### config.mk
export PLATFORM = sky130hd
export DESIGN_NAME = vixen_mem_arbiter
export DESIGN_NICKNAME = d
export VERILOG_FILES = /design/src/rtl/vixen_mem_pkg.sv /design/src/rtl/vixen_mem_arb_grant.sv /design/src/rtl/vixen_mem_arbiter.sv
export SDC_FILE = /design/constraint.sdc
export NUM_CORES = 1
export LEC_CHECK = 0
export BUFFER_PORTS_ARGS = -buffer_cell sky130_fd_sc_hd__buf_2
export CORE_UTILIZATION = 34
export CTS_CLUSTER_DIAMETER = 80
export DETAILED_ROUTE_END_ITERATION = 7
export GPL_TIMING_DRIVEN = 0
export PLACE_DENSITY = 0.93
export SLEW_MARGIN = 20
export SYNTH_ARGS = -nofsm -noshare
export SYNTH_HDL_FRONTEND = slang
export SYNTH_SLANG_ARGS = --single-unit
### constraint.sdc
create_clock -name clk -period 4 [get_ports clk]
set_input_delay 0.4 -clock clk [delete_from_list [all_inputs] [get_ports clk]]
set_output_delay 0.4 -clock clk [all_outputs]
set_load 0.005 [all_outputs]
### src/rtl/vixen_mem_pkg.sv
// Shared types and default geometry for the vixen CPU/video RAM arbiter.
package vixen_mem_pkg;

   localparam int VIXEN_AW          = 16;
   localparam int VIXEN_DW          = 16;
   localparam int VIXEN_MAX_VID_RUN = 4;

   typedef enum logic {
      ARB    = 1'b0,
      LOCKED = 1'b1
   } state_t;

   typedef enum logic {
      OWN_CPU = 1'b0,
      OWN_VID = 1'b1
   } owner_t;

endpackage

### src/rtl/vixen_mem_arb_grant.sv
// Combinational priority decision: video first, CPU forced through after a bounded video run.
// Zero latency; at most one grant, and only to a requester that is valid.
module vixen_mem_arb_grant
   import vixen_mem_pkg::*;
#(
   parameter int MAX_VID_RUN = VIXEN_MAX_VID_RUN
) (
   input  logic       cpu_valid,
   input  logic       vid_valid,
   input  state_t     state,
   input  logic [3:0] run_cnt,
   output logic       grant_cpu,
   output logic       grant_vid
);

   localparam logic [3:0] MAX_RUN = 4'(MAX_VID_RUN);

   always_comb begin
      grant_cpu = 1'b0;
      grant_vid = 1'b0;
      if (state == LOCKED) begin
         grant_cpu = cpu_valid;
      end else if (vid_valid && !(cpu_valid && run_cnt == MAX_RUN)) begin
         grant_vid = 1'b1;
      end else begin
         grant_cpu = cpu_valid;
      end
   end

endmodule

### src/rtl/vixen_mem_arbiter.sv
// Single-port RAM arbiter for vixen CPU and video scanout; grants combinational, read data one cycle later.
// Optional stall/lock statistics ports are enabled by VIXEN_MEM_ARB_STATS_EN.
module vixen_mem_arbiter
   import vixen_mem_pkg::*;
#(
   parameter int AW          = VIXEN_AW,
   parameter int DW          = VIXEN_DW,
   parameter int MAX_VID_RUN = VIXEN_MAX_VID_RUN
) (
   input  logic          clk,
   input  logic          rst_n,
   input  logic          cpu_valid,
   output logic          cpu_ready,
   input  logic          cpu_we,
   input  logic          cpu_lock,
   input  logic [AW-1:0] cpu_addr,
   input  logic [DW-1:0] cpu_wdata,
   output logic          cpu_rvalid,
   output logic [DW-1:0] cpu_rdata,
   input  logic          vid_valid,
   output logic          vid_ready,
   input  logic [AW-1:0] vid_addr,
   output logic          vid_rvalid,
   output logic [DW-1:0] vid_rdata,
   output logic          mem_en,
   output logic          mem_we,
   output logic [AW-1:0] mem_addr,
   output logic [DW-1:0] mem_wdata,
   input  logic [DW-1:0] mem_rdata
`ifdef VIXEN_MEM_ARB_STATS_EN
   ,
   output logic [15:0]   cpu_stall_cnt,
   output logic [15:0]   vid_stall_cnt,
   output logic [15:0]   lock_cycles
`endif
);

   localparam logic [3:0] MAX_RUN = 4'(MAX_VID_RUN);

   state_t     state, state_nxt;
   logic [3:0] run_cnt, run_cnt_nxt;
   logic       grant_cpu_raw, grant_vid_raw;
   logic       grant_cpu, grant_vid;
   logic       rd_pend;
   owner_t     rd_owner;

   vixen_mem_arb_grant #(.MAX_VID_RUN(MAX_VID_RUN)) u_grant (
      .cpu_valid (cpu_valid),
      .vid_valid (vid_valid),
      .state     (state),
      .run_cnt   (run_cnt),
      .grant_cpu (grant_cpu_raw),
      .grant_vid (grant_vid_raw)
   );

   // Grants are combinational, so reset must mask them to keep the RAM idle.
   assign grant_cpu = grant_cpu_raw & rst_n;
   assign grant_vid = grant_vid_raw & rst_n;
   assign cpu_ready = grant_cpu;
   assign vid_ready = grant_vid;

   always_comb begin
      mem_en    = 1'b0;
      mem_we    = 1'b0;
      mem_addr  = '0;
      mem_wdata = '0;
      if (grant_cpu) begin
         mem_en    = 1'b1;
         mem_we    = cpu_we;
         mem_addr  = cpu_addr;
         mem_wdata = cpu_wdata;
      end else if (grant_vid) begin
         mem_en    = 1'b1;
         mem_addr  = vid_addr;
      end
   end

   always_comb begin
      state_nxt = state;
      case (state)
         ARB:     if (grant_cpu && cpu_lock) state_nxt = LOCKED;
         // A dropped, unlocked request also releases the bus so video cannot hang.
         LOCKED:  if ((grant_cpu && !cpu_lock) || (!cpu_valid && !cpu_lock)) state_nxt = ARB;
         default: state_nxt = ARB;
      endcase
   end

   always_comb begin
      run_cnt_nxt = run_cnt;
      if (grant_cpu || !cpu_valid) begin
         run_cnt_nxt = '0;
      end else if (grant_vid && run_cnt != MAX_RUN) begin
         run_cnt_nxt = run_cnt + 4'd1;
      end
   end

   always_ff @(posedge clk) begin
      if (!rst_n) begin
         state    <= ARB;
         run_cnt  <= '0;
         rd_pend  <= 1'b0;
         rd_owner <= OWN_CPU;
      end else begin
         state    <= state_nxt;
         run_cnt  <= run_cnt_nxt;
         rd_pend  <= (grant_cpu && !cpu_we) || grant_vid;
         rd_owner <= grant_vid ? OWN_VID : OWN_CPU;
      end
   end

   // Gating by rst_n drops a response whose access was granted just before reset.
   assign cpu_rvalid = rst_n & rd_pend & (rd_owner == OWN_CPU);
   assign vid_rvalid = rst_n & rd_pend & (rd_owner == OWN_VID);
   assign cpu_rdata  = mem_rdata;
   assign vid_rdata  = mem_rdata;

`ifdef VIXEN_MEM_ARB_STATS_EN
   always_ff @(posedge clk) begin
      if (!rst_n) begin
         cpu_stall_cnt <= '0;
         vid_stall_cnt <= '0;
         lock_cycles   <= '0;
      end else begin
         if (cpu_valid && !cpu_ready && cpu_stall_cnt != 16'hFFFF)
            cpu_stall_cnt <= cpu_stall_cnt + 16'd1;
         if (vid_valid && !vid_ready && vid_stall_cnt != 16'hFFFF)
            vid_stall_cnt <= vid_stall_cnt + 16'd1;
         if (state == LOCKED && lock_cycles != 16'hFFFF)
            lock_cycles <= lock_cycles + 16'd1;
      end
   end
`endif

endmodule
---- Yosys cells after proc, flatten, opt, wreduce, memory -nomap -nowiden ----
Cells that the tools add are included.
storage, ports and cells
  output and inout port bits .............. 70
  input bits .............................. 70
  flip-flop bits (word level) ............. 7
cells by class
  reductions and logical operators ........ 15
  equal/unequal tests ..................... 2
  $add $sub $neg .......................... 1
  bitwise operators ....................... 8
  muxes and demuxes ....................... 13
operator list
  kind                                                 count
  two-way mux 16 bit                                   3
  two-way mux 1 bit                                    9
  logical AND 1 bit                                    7
  bitwise AND 1 bit                                    5
  adder 4 x 1 -> 4 bit, second input constant          1
  equality test 4 x 3 -> 1 bit, second input constant  1
  logical NOT 1 bit                                    4
  != test 4 x 3 -> 1 bit, second input constant        1
  logical OR 1 bit                                     3
  inverter 1 bit                                       3
  case mux 1 bit (2 select lines)                      1
  OR reduction 2 bit                                   1

---- Depth between registers and ports, before layout ----
  depth in word-level cells ............... 11
  mapped depth ............................ 7
  gate-level depth less buffers ........... 5

---- Cells and area by module ----
Synthesis repeated with hierarchy kept, for this count alone.
second synthesis, totals
  cell total of the unflattened synthesis .. 119
  area total of the unflattened synthesis .. 918.4 um2
modules (own cells, without submodules)
  module               sequential area each (um2)  cells each  area each (um2)  times used
  vixen_mem_arbiter    140.1                       115         873.3            1
  vixen_mem_arb_grant  0.0                         4           45.0             1

---- Worst setup path after synthesis ----
Ideal clock, no wire load.
  path kind ............................... register to output
  start ................................... register run_cnt[0]
  end ..................................... output port mem_addr[10]
  arrival ................................. 1.497 ns
  cell stages (with the launch flop) ...... 8
  slack ................................... 2.103 ns
  cells stage by stage .................... dfxtp_1 inv_1 ha_1 and3b_2 a21oi_2 buf_6 buf_12 mux2i_1
between the ends
  word-level cells in the longest chain between the ends .. 9
  elaborated cells on any way between the ends .. 12
RTL lines
  what                            RTL line                   source
  start, declared                 vixen_mem_arbiter.sv:41    logic [3:0] run_cnt, run_cnt_nxt;
  start signal, assigned          vixen_mem_arbiter.sv:105   run_cnt <= run_cnt_nxt;
  equality test 4 x 3 -> 1 bit *  vixen_mem_arb_grant.sv:23  end else if (vid_valid && !(cpu_valid && run_cnt == MAX_RUN)) begin
  logical AND 1 bit *             vixen_mem_arb_grant.sv:23
  logical NOT 1 bit *             vixen_mem_arb_grant.sv:23
  logical AND 1 bit *             vixen_mem_arb_grant.sv:23
  two-way mux 1 bit               vixen_mem_arb_grant.sv:23
  two-way mux 1 bit               vixen_mem_arb_grant.sv:21  if (state == LOCKED) begin
  bitwise AND 1 bit               vixen_mem_arbiter.sv:58    assign grant_vid = grant_vid_raw & rst_n;
  two-way mux 16 bit              vixen_mem_arbiter.sv:72    end else if (grant_vid) begin
  two-way mux 16 bit *            vixen_mem_arbiter.sv:67    if (grant_cpu) begin
  end, declared                   vixen_mem_arbiter.sv:27    output logic [AW-1:0] mem_addr,
Every way passes the cells marked *; elsewhere a longest branch is shown, timed or not.

---- Final worst setup path ----
Same ends and word-level chain as after synthesis.

==> flow_summary.toml <==
[power]
power_density_mw_per_mm2 = 163
p_leak_nw = 1.14
power.total_mw = 0.282
switching_share_pct = 30.8
ir_worst_vdd_mv = 0.0864
seqPwrFrac_pct = 26.0
p_int_mw = 0.195
switching_power_mw = 0.0868
clkPwrFrac_pct = 23.6
p_comb_share_pct = 50.4

[placement]
port_buffers = 123
hpwl_mm = 2.75
pre_cts_slack_ns = 1.89
routabilityCongestion = 0.717
dp.cells = 304

[drt]
wl_per_cell_um = 10.6
via_per_inst = 4.51
initialDrtViolationCount = 28
dr.pass1.iters = 6
drc = 7
vias = 1388
postRouteAntennaNets = 0
wirelength_mm = 3.25

[logic_synthesis]
synth_xor_xnor_area_share_pct = 0.831
syn_avg_cell_area_um2 = 7.02
synth_top_family_by_area = "simple AND/OR/NAND/NOR gates"
yosysWarnings = 0
synth-simple-area-share_pct = 31.7
synthMuxAreaShare_pct = 16.2
postSynthNetCount = 222
synth_area_mm2 = 0.00105
ys_seq_area_share_pct = 13.3
synth_cell_type_count = 25
synth-compound-area-share_pct = 4.39
ys_ff_latch = 7
synth_fa_ha_area_share_pct = 2.38
syn_inst = 150

[timing]
fin_skew_ns = 0.000421
whs_ns = 0.396
finalWorstSetupSlack_ns = 1.59
relSlewSlack_pct = 70.7
worst_slew_pin_slew_ns = 0.439
post-route-period-util_pct = 60.2
post-route-min-period_ns = 2.41
hold_violations = 0
max_freq_ghz = 0.415
rsz0062_at_grt = "no"
drv_slew = 0
fin_tns_setup_ns = 0
setup_viol = 0

[die]
rows = 19
fp.dieArea_mm2 = 0.00333
die_w_um = 57.7
pin_count = 140
die-height_um = 57.7
initial_core_util_pct = 36.9
core_area_mm2 = 0.00285

[finish]
finalNetCount = 350
diodes = 0
area_growth_pct = 64.6
layout_commonest_cell = "buf_2"
multi_input_area_um2 = 584
fin_cells = 308
final_cell_mix = "buf_2, nand2_1, buf_4"
seq_area_um2 = 140
drive_above_1_share_pct = 60.6
fill_cells = 266

[setup_path]
critPathKind = "reg2out"
required_ns = 3.60
worstPathArrival_ns = 2.01
crit_fanout = 10
start_kind = "register"
endpoint_kind = "output port"

[outcome]
violations = "design-rule violations"
status = "finished, violations left"

[clock_tree]
cts_made_buffers = 3
clkLatencyLatePin_ns = 0.26
ctsHoldBuffers = 0
htreeDepth = 1
clk_pin_slew_ns = 0.05
clock_sinks = 7
clock_path_buffers = 2
cts-resized-gates = 0
root_buffer = "clkbuf_4"
cts_setup_buffers = 0
cts_tree = "done"

[global_route]
grt_pass1_vias = 1376
grt_pass1_wl_mm = 5.24
overflow = 0
antenna_found_initial = 0
grt_max_degree = 11
grtUsageTotal_pct = 20.1

[hold_path]
worst_hold_path_type = "in2reg"

[run]
max-cap-violations = 0
==> power groups by stage <==
stage | Clock [mW] | Combinational (mW) | Sequential, mW
floorplan | 0 | 0.0773 | 0.0745
global placement | 0 | 0.141 | 0.0747
detailed placement | 0 | 0.143 | 0.0748
CTS | 0.0683 | 0.144 | 0.0733
global route | 0.0745 | 0.157 | 0.0735
finish | 0.0665 | 0.142 | 0.0734
==> cell families after synthesis <==
logic type	count (synthesis)
AO/OA/AOI/OAI	6
buffers and inverters	46
flip-flops	7
AND/OR/NAND/NOR	71
multiplexers	17
adder cells (fa/ha/maj)	2
XOR/XNOR	1
==> layer usage <==
layer  track usage (%)  up-vias  routed length (µm)
li1                  -      712                   -
met1              19.0      597                1190
met2              39.2       75                1740
met3              2.90        4                 257
met4              13.9        0                  59
met5                 0        -                   0
==> flip-flops by register name, summed over array words and instances (netlist names) <==
name      count
state         1
rd_pend       1
run_cnt       4
rd_owner      1
==> synthesized netlist by cell type, drive strengths merged <==
library cell | number | share of area [%]
a21o | 1 | 1.4
a21oi | 3 | 1.8
and2 | 1 | 0.59
and3 | 18 | 11
and3b | 1 | 0.95
buf | 38 | 28
clkbuf | 4 | 1.5
dfxtp | 7 | 13
ha | 2 | 2.4
inv | 4 | 1.4
mux2i | 17 | 16
nand2 | 36 | 13
nand2b | 2 | 1.2
nand3 | 2 | 0.95
nor2 | 7 | 2.5
nor3 | 3 | 1.4
nor4 | 1 | 0.59
o21a | 1 | 0.71
o21ai | 1 | 0.47
xnor2 | 1 | 0.83
==> worst paths after layout <==
path                           startpoint          endpoint  slack [ns]  cells past startpoint
setup / recovery  run_cnt[0]$_SDFFE_PP0P_      mem_addr[10]        1.59                      8
hold reg to reg          state$_SDFF_PN0_  state$_SDFF_PN0_        0.46                      2
setup reg to reg  run_cnt[0]$_SDFFE_PP0P_  state$_SDFF_PN0_        2.36                      7
hold / removal                   cpu_lock  state$_SDFF_PN0_        0.40                      3
==> through the flow <==
step	instance area, µm²	util, %
5_1_grt	1730	60.8
4_1_cts	1730	60.8
2_1_floorplan	1050	-
6_report	1730	60.8
3_3_place_gp	1710	59.9
3_5_place_dp	1710	59.9
==> final cells by class <==
type	count	share of cell area, %
tap	31	2.24
multi-input combinational	97	33.7
inverter	4	0.866
buffer	42	18.1
clock buffer	4	1.52
timing repair buffer	123	35.5
sequential	7	8.08
==> worst max-delay path, stage by stage, from the launching register on <==
cell,delay [ns]
dfxtp_1,0.36
inv_1,0.09
ha_1,0.23
and3b_2,0.27
a21oi_2,0.16
buf_6,0.19
buf_12,0.15
mux2i_1,0.17
buf_2,0.13
No activity file was read; power rests on OpenSTA's default activity.
